==> config.mk <==
export PLATFORM = sky130hd
export DESIGN_NAME = fetch_pc_unit
export DESIGN_NICKNAME = d
export VERILOG_FILES = /design/src/rtl/fetch_pc_unit_pkg.sv /design/src/rtl/fetch_pc_unit.sv
export SDC_FILE = /design/constraint.sdc
export NUM_CORES = 1
export LEC_CHECK = 0
export ABC_AREA = 1
export CORE_MARGIN = 10
export CORE_UTILIZATION = 50
export CTS_BUF_LIST = sky130_fd_sc_hd__clkbuf_4 sky130_fd_sc_hd__clkbuf_8
export DETAILED_ROUTE_END_ITERATION = 8
export PLACE_DENSITY = 0.9
export SYNTH_ARGS = -nofsm -noshare
export SYNTH_HDL_FRONTEND = slang
export SYNTH_SLANG_ARGS = --single-unit
==> constraint.sdc <==
create_clock -name clk -period 2.8 [get_ports clk]
set_clock_uncertainty 0.15 [all_clocks]
set_input_delay 0.56 -clock clk [delete_from_list [all_inputs] [get_ports clk]]
set_output_delay 0.56 -clock clk [all_outputs]
set_load 0.005 [all_outputs]
==> src/rtl/fetch_pc_unit_pkg.sv <==
// Shared RV32I fetch-side types: machine word, branch-predictor bundle and fetch FSM states.
package rv32i_types;

  typedef logic [31:0] rv32i_word;

  typedef struct packed {
    logic      prediction;
    rv32i_word brp_target;
    rv32i_word brp_alt;
    logic      mp_valid;
    logic      mispredicted;
  } rv32i_brp_word;

  typedef enum logic [1:0] {
    FETCH = 2'd0,
    HOLD  = 2'd1,
    DRAIN = 2'd2
  } fetch_state_t;

  localparam rv32i_word RESET_PC_DEFAULT = 32'h4000_0060;

endpackage

==> src/rtl/fetch_pc_unit.sv <==
// Fetch PC generator: owns the fetch PC, issues one imem read at a time and
// picks the next PC from redirect, stall, predictor target or PC+4.
module fetch_pc_unit
  import rv32i_types::*;
#(
  parameter rv32i_word RESET_PC = RESET_PC_DEFAULT
) (
  input  logic          clk,
  input  logic          rst,
  input  logic          stall_in,
  input  logic          imem_resp,
  input  logic [31:0]   imem_rdata,
  input  rv32i_brp_word brp_if,
  input  rv32i_brp_word brp_ex,
  output logic          imem_read,
  output logic [31:0]   imem_address,
  output logic [31:0]   pc_if,
  output logic [31:0]   instr_if,
  output logic          if_valid,
  output logic [31:0]   c_fetched,
  output logic [31:0]   c_redirect
);

  fetch_state_t state_q, state_d;
  rv32i_word    pc_q, pc_d;
  rv32i_word    hold_instr_q, hold_instr_d;
  rv32i_word    redir_pc_q, redir_pc_d;
  rv32i_word    c_fetched_q, c_fetched_d;
  rv32i_word    c_redirect_q, c_redirect_d;

  logic      redirect;
  rv32i_word redir_pc;
  rv32i_word next_pc;
  logic      unused_brp;

  assign redirect   = brp_ex.mp_valid && brp_ex.mispredicted;
  assign redir_pc   = brp_ex.brp_alt;
  assign next_pc    = brp_if.prediction ? brp_if.brp_target : pc_q + 32'd4;
  assign unused_brp = ^{brp_if.brp_alt, brp_if.mp_valid, brp_if.mispredicted,
                        brp_ex.prediction, brp_ex.brp_target};

  always_ff @(posedge clk) begin
    if (rst) begin
      state_q      <= FETCH;
      pc_q         <= RESET_PC;
      hold_instr_q <= '0;
      redir_pc_q   <= '0;
      c_fetched_q  <= '0;
      c_redirect_q <= '0;
    end else begin
      state_q      <= state_d;
      pc_q         <= pc_d;
      hold_instr_q <= hold_instr_d;
      redir_pc_q   <= redir_pc_d;
      c_fetched_q  <= c_fetched_d;
      c_redirect_q <= c_redirect_d;
    end
  end

  always_comb begin
    state_d      = state_q;
    pc_d         = pc_q;
    hold_instr_d = hold_instr_q;
    redir_pc_d   = redir_pc_q;
    c_fetched_d  = c_fetched_q;
    c_redirect_d = c_redirect_q;
    unique case (state_q)
      FETCH: begin
        if (imem_resp) begin
          if (redirect) begin
            pc_d         = redir_pc;
            c_redirect_d = c_redirect_q + 32'd1;
          end else if (!stall_in) begin
            pc_d        = next_pc;
            c_fetched_d = c_fetched_q + 32'd1;
          end else begin
            hold_instr_d = imem_rdata;
            state_d      = HOLD;
          end
        end else if (redirect) begin
          redir_pc_d   = redir_pc;
          c_redirect_d = c_redirect_q + 32'd1;
          state_d      = DRAIN;
        end
      end
      HOLD: begin
        if (redirect) begin
          pc_d         = redir_pc;
          c_redirect_d = c_redirect_q + 32'd1;
          state_d      = FETCH;
        end else if (!stall_in) begin
          pc_d        = next_pc;
          c_fetched_d = c_fetched_q + 32'd1;
          state_d     = FETCH;
        end
      end
      DRAIN: begin
        // The youngest redirect wins, even in the cycle the stale word returns.
        if (redirect) begin
          redir_pc_d   = redir_pc;
          c_redirect_d = c_redirect_q + 32'd1;
        end
        if (imem_resp) begin
          pc_d    = redirect ? redir_pc : redir_pc_q;
          state_d = FETCH;
        end
      end
      default: state_d = FETCH;
    endcase
  end

  always_comb begin
    imem_read    = 1'b0;
    imem_address = '0;
    pc_if        = '0;
    instr_if     = '0;
    if_valid     = 1'b0;
    if (!rst) begin
      unique case (state_q)
        FETCH: begin
          imem_read    = 1'b1;
          imem_address = pc_q;
          pc_if        = pc_q;
          instr_if     = imem_rdata;
          if_valid     = imem_resp;
        end
        HOLD: begin
          pc_if    = pc_q;
          instr_if = hold_instr_q;
          if_valid = 1'b1;
        end
        DRAIN: begin
          imem_read    = 1'b1;
          imem_address = pc_q;
          pc_if        = pc_q;
        end
        default: ;
      endcase
    end
  end

  assign c_fetched  = c_fetched_q;
  assign c_redirect = c_redirect_q;

endmodule

Word-level counts from Yosys, hierarchy flattened
Cells that the tools add are included.

Memories: 0. Register bits after elaboration: 162. Bits in latches: 0. Logic and storage cells: 63. Bits in writable memories: 0. Input port bits: 170. Bits in read-only memories: 0.

Bitwise gates (word level): 1. $mul: 0. Equal/unequal tests: 9. $lt $le $gt $ge: 0. $add $sub $neg: 3. Mux-type cells: 31. Shift-type cells: 0. Div/mod/pow operators: 0. Reduce and logical (&&, ||, !) cells: 13.

Operator list (count): $mux 32 (15); $pmux 32 s2 (3); $pmux 32 s3 (1); $add 32x1->32 const B (2); $add 32x3->32 const B (1); $mux 2 (7); $ne 3x3->1 const B (4); $ne 2x2->1 const B (3); $pmux 2 s3 (1); $reduce_and 2->1 (3); $reduce_and 5->1 (1); $reduce_and 4->1 (1); $reduce_bool 2->1 (2); $mux 1 (3); $reduce_and 3->1 (1); $reduce_bool 3->1 (1); $reduce_or 3->1 (1); $eq 2x1->1 const B (1); $eq 2x2->1 const B (1); $logic_not 2->1 (1); $pmux 1 s2 (1); $reduce_or 2->1 (1); $logic_and 1x1->1 (1); $not 1->1 (1).

Depth between registers and ports, before layout
Depth after elaboration: 6. Depth in mapped cells: 12.

Worst setup path after synthesis
Ideal clock, no wire load.

Path type: input to output. From: input rst. To: output if_valid. Slack: 0.708 ns. Arrival time: 1.382 ns. Path buffers: 3. Required time: 2.090 ns. Stages: 4. Cell sequence: clkbuf_1 > clkbuf_1 > buf_2 > nor2_1.

Longest elaborated chain between the ends: 1.

RTL lines: start: declaration (line fetch_pc_unit.sv:9) `input logic rst,`; $mux 1 (line fetch_pc_unit.sv:118) `if (!rst) begin`; end: declaration (line fetch_pc_unit.sv:19) `output logic if_valid,`.

Every way passes these cells.

Worst setup path after layout
From: register state_q[0]. To: output instr_if[4].

Longest elaborated chain between the ends: 3. Elaborated cells on any way between the ends: 4. Classes of those cells: eq/ne: 1; mux: 2; reduce/logical: 1.

RTL lines: start: declaration (line fetch_pc_unit.sv:24) `fetch_state_t state_q, state_d;`; start signal: assignment (line fetch_pc_unit.sv:51) `state_q <= state_d;`; $eq 2x1->1 or $logic_not 2->1 (tied branches) (line fetch_pc_unit.sv:119) `unique case (state_q)`; $pmux 32 s2 (*) (line fetch_pc_unit.sv:119); $mux 32 (*) (line fetch_pc_unit.sv:118); end: declaration (line fetch_pc_unit.sv:18) `output logic [31:0] instr_if,`.

Every way passes the cells marked *; elsewhere a longest branch is shown, timed or not.

==> impl_metrics.json <==
{
  "core_area_um2": 18700,
  "port_buffers": 264,
  "switching_share": 0.317,
  "nets": 1959,
  "syn_avg_cell_area_um2": 6.21,
  "cts_root_buf": "clkbuf_8",
  "start_util": 0.510,
  "clockBufferDepth": 2,
  "hold_path.class": "flop to flop",
  "drive_gt1_frac": 0.0701,
  "hold_viol": 0,
  "first_iter_violations": 1112,
  "hold_slack_ns": 0.342,
  "start_kind": "flop",
  "area_delta_synth_final_pct": 37.8,
  "clock.fmax_mhz": 368,
  "fp-row-count": 50,
  "period_needed_ns": 2.72,
  "worstSetupPathType": "flop to output pin",
  "critPathRequiredTime_ns": 2.09,
  "synth.area.top_cells": "dfxtp_1 34%, nand2_1 15%, nor2_1 10%, o21ai_0 7.2%, inv_1 5.3%",
  "clk_pin_slew_ns": 0.10,
  "ys_types": 40,
  "cap_violations": 0,
  "hpwl_um": 26800,
  "power_frac_comb": 0.215,
  "synth-main-ff-cell": "dfxtp_1",
  "wl_um": 35700,
  "cp.arrival_ns": 2.01,
  "final_max_slew_viol_count": 0,
  "intPower_w": 0.00363,
  "setup-violations-final": 0,
  "antenna_left": 0,
  "die-width_um": 158,
  "ff2ff_path_depth": 11,
  "vias": 11600,
  "antenna_found_initial": 3,
  "peakVddDrop_uv": 418,
  "drtPass1Iterations": 8,
  "grt_usage": 0.270,
  "end_kind": "output pin",
  "synth_common_cells": "376 x nand2_1, 253 x nor2_1, 162 x dfxtp_1, 138 x o21ai_0, 134 x inv_1",
  "final_core_util": 0.702,
  "cts_num_sinks": 162,
  "grt_start_max_net_pins": 65,
  "worstSkewPairLatency_ns": 0.46,
  "grt_pass1_wl_um": 54500,
  "chipHeight_um": 158,
  "io-pin-count": 332,
  "p_leak_nw": 5.25,
  "power_frac_seq": 0.477,
  "period_share": 0.970,
  "drc_errors": 0,
  "grt_overflow": 0,
  "syn_nets": 1709,
  "die_area_um2": 25000,
  "status": "complete, no violations",
  "min_delay_path_depth": 2,
  "synthCells": 1536,
  "ys_ff_latch": 162,
  "htreeDepth": 4,
  "vias_per_cell": 5.69,
  "slew_headroom": 0.654,
  "wire_per_inst_um": 17.5,
  "power.total_w": 0.00531,
  "path_max_fanout": 7,
  "yosysSeqAreaShare": 0.340,
  "synth.top_cell.area_share": 0.340,
  "ys_warn_count": 0,
  "clock_power_share": 0.308,
  "yosys.area.top_type": "dfxtp_1",
  "synth_enable_flop_cells": 0,
  "place_congestion": 0.969,
  "worst_pin_slew_ns": 0.516,
  "p_sw_w": 0.00168,
  "synth.most_common_cell": "nand2_1",
  "cts_tree": "done",
  "first_global_vias": 10600,
  "power_density_nw_per_um2": 404,
  "numCtsBuffers": 17,
  "synth_area_um2": 9530,
  "synthArstFlopShare": 0
}
-- state kept, by name, summed over array words and instances (netlist names) --
register,cells
hold_instr_q,32
pc_q,32
c_redirect,32
state_q,2
redir_pc_q,32
c_fetched,32
-- placed cells by master, fill, tap and decap left out, drive strengths merged, types with 40 or more instances in the layout --
cell,n
nand3,70
inv,142
a21oi,99
dfxtp,162
nor2,270
a31oi,43
o21ai,138
nor3,59
buf,40
clkdlybuf4s50,232
nand2,382
-- worst max-delay path, cell delays in order, from the launching register on --
cell	delay (ns)
dfxtp_4	0.39
inv_2	0.09
nor2_4	0.18
clkbuf_16	0.19
nand2_1	0.05
a21oi_1	0.13
clkdlybuf4s50_1	0.52
-- layer usage --
metal,vias up,global-route usage,part of all wire
li1,5545,-,-
met1,5349,0.331,0.40
met2,586,0.429,0.46
met3,89,0.0858,0.11
met4,0,0.107,0.034
met5,-,0,0
-- cell type report --
class / instances / area, um^2
Clock buffer: 19 / 262
Multi-Input combinational cell: 1161 / 5520
Tap cell: 234 / 293
Antenna cell: 3 / 7.51
Clock inverter: 12 / 97.6
Fill cell: 1535 / 5570
Sequential cell: 162 / 3250
Inverter: 139 / 527
Timing Repair Buffer: 305 / 3180
-- path summary, 6_finish.rpt --
path,from,to,slack (ns)
setup / recovery,state_q[0],instr_if[4],0.08
hold / removal,hold_instr_q[4],hold_instr_q[4],0.34
setup reg to reg,pc_q[3],pc_q[20],0.65
hold reg to reg,hold_instr_q[4],hold_instr_q[4],0.34
-- what timing repair did --
item	CTS	global route
buffers inserted	0	3
resized for setup	7	42
gates cloned	0	3
hold buffers	0	0
setup endpoints to repair	62	58
-- power groups by stage --
stage	registers [W]	clock network [W]	logic, W
2_1_floorplan	0.00254	0	0.000555
3_3_place_gp	0.00257	0	0.00108
3_5_place_dp	0.00258	0	0.00111
4_1_cts	0.00253	0.00165	0.00112
5_1_grt	0.00255	0.00175	0.00124
6_report	0.00253	0.00163	0.00114
-- logic make-up (layout without fill, tap and decap cells) --
family / Yosys count / in the layout / synth area share
AO/OA/AOI/OAI: 309 / 309 / 0.176
other: 0 / 3 / 0
XOR/XNOR: 23 / 23 / 0.0211
adder cells (fa/ha/maj): 3 / 3 / 0.00394
AND/OR/NAND/NOR: 826 / 826 / 0.372
flip-flops: 162 / 162 / 0.340
buffers and inverters: 213 / 475 / 0.0865
-- per-stage QoR --
stage	cell area [um^2]	setup WS (ns)	std cells	setup TNS [ns]
6_report	13100	0.0834	2035	0
4_1_cts	12900	-0.0251	2026	-0.0251
3_3_place_gp	12500	0.131	1995	0
2_1_floorplan	9530	0.708	1536	0
3_5_place_dp	12500	0.0970	1995	0
5_1_grt	13100	-0.00903	2035	-0.0149
Power figures use the tool's default switching activity.
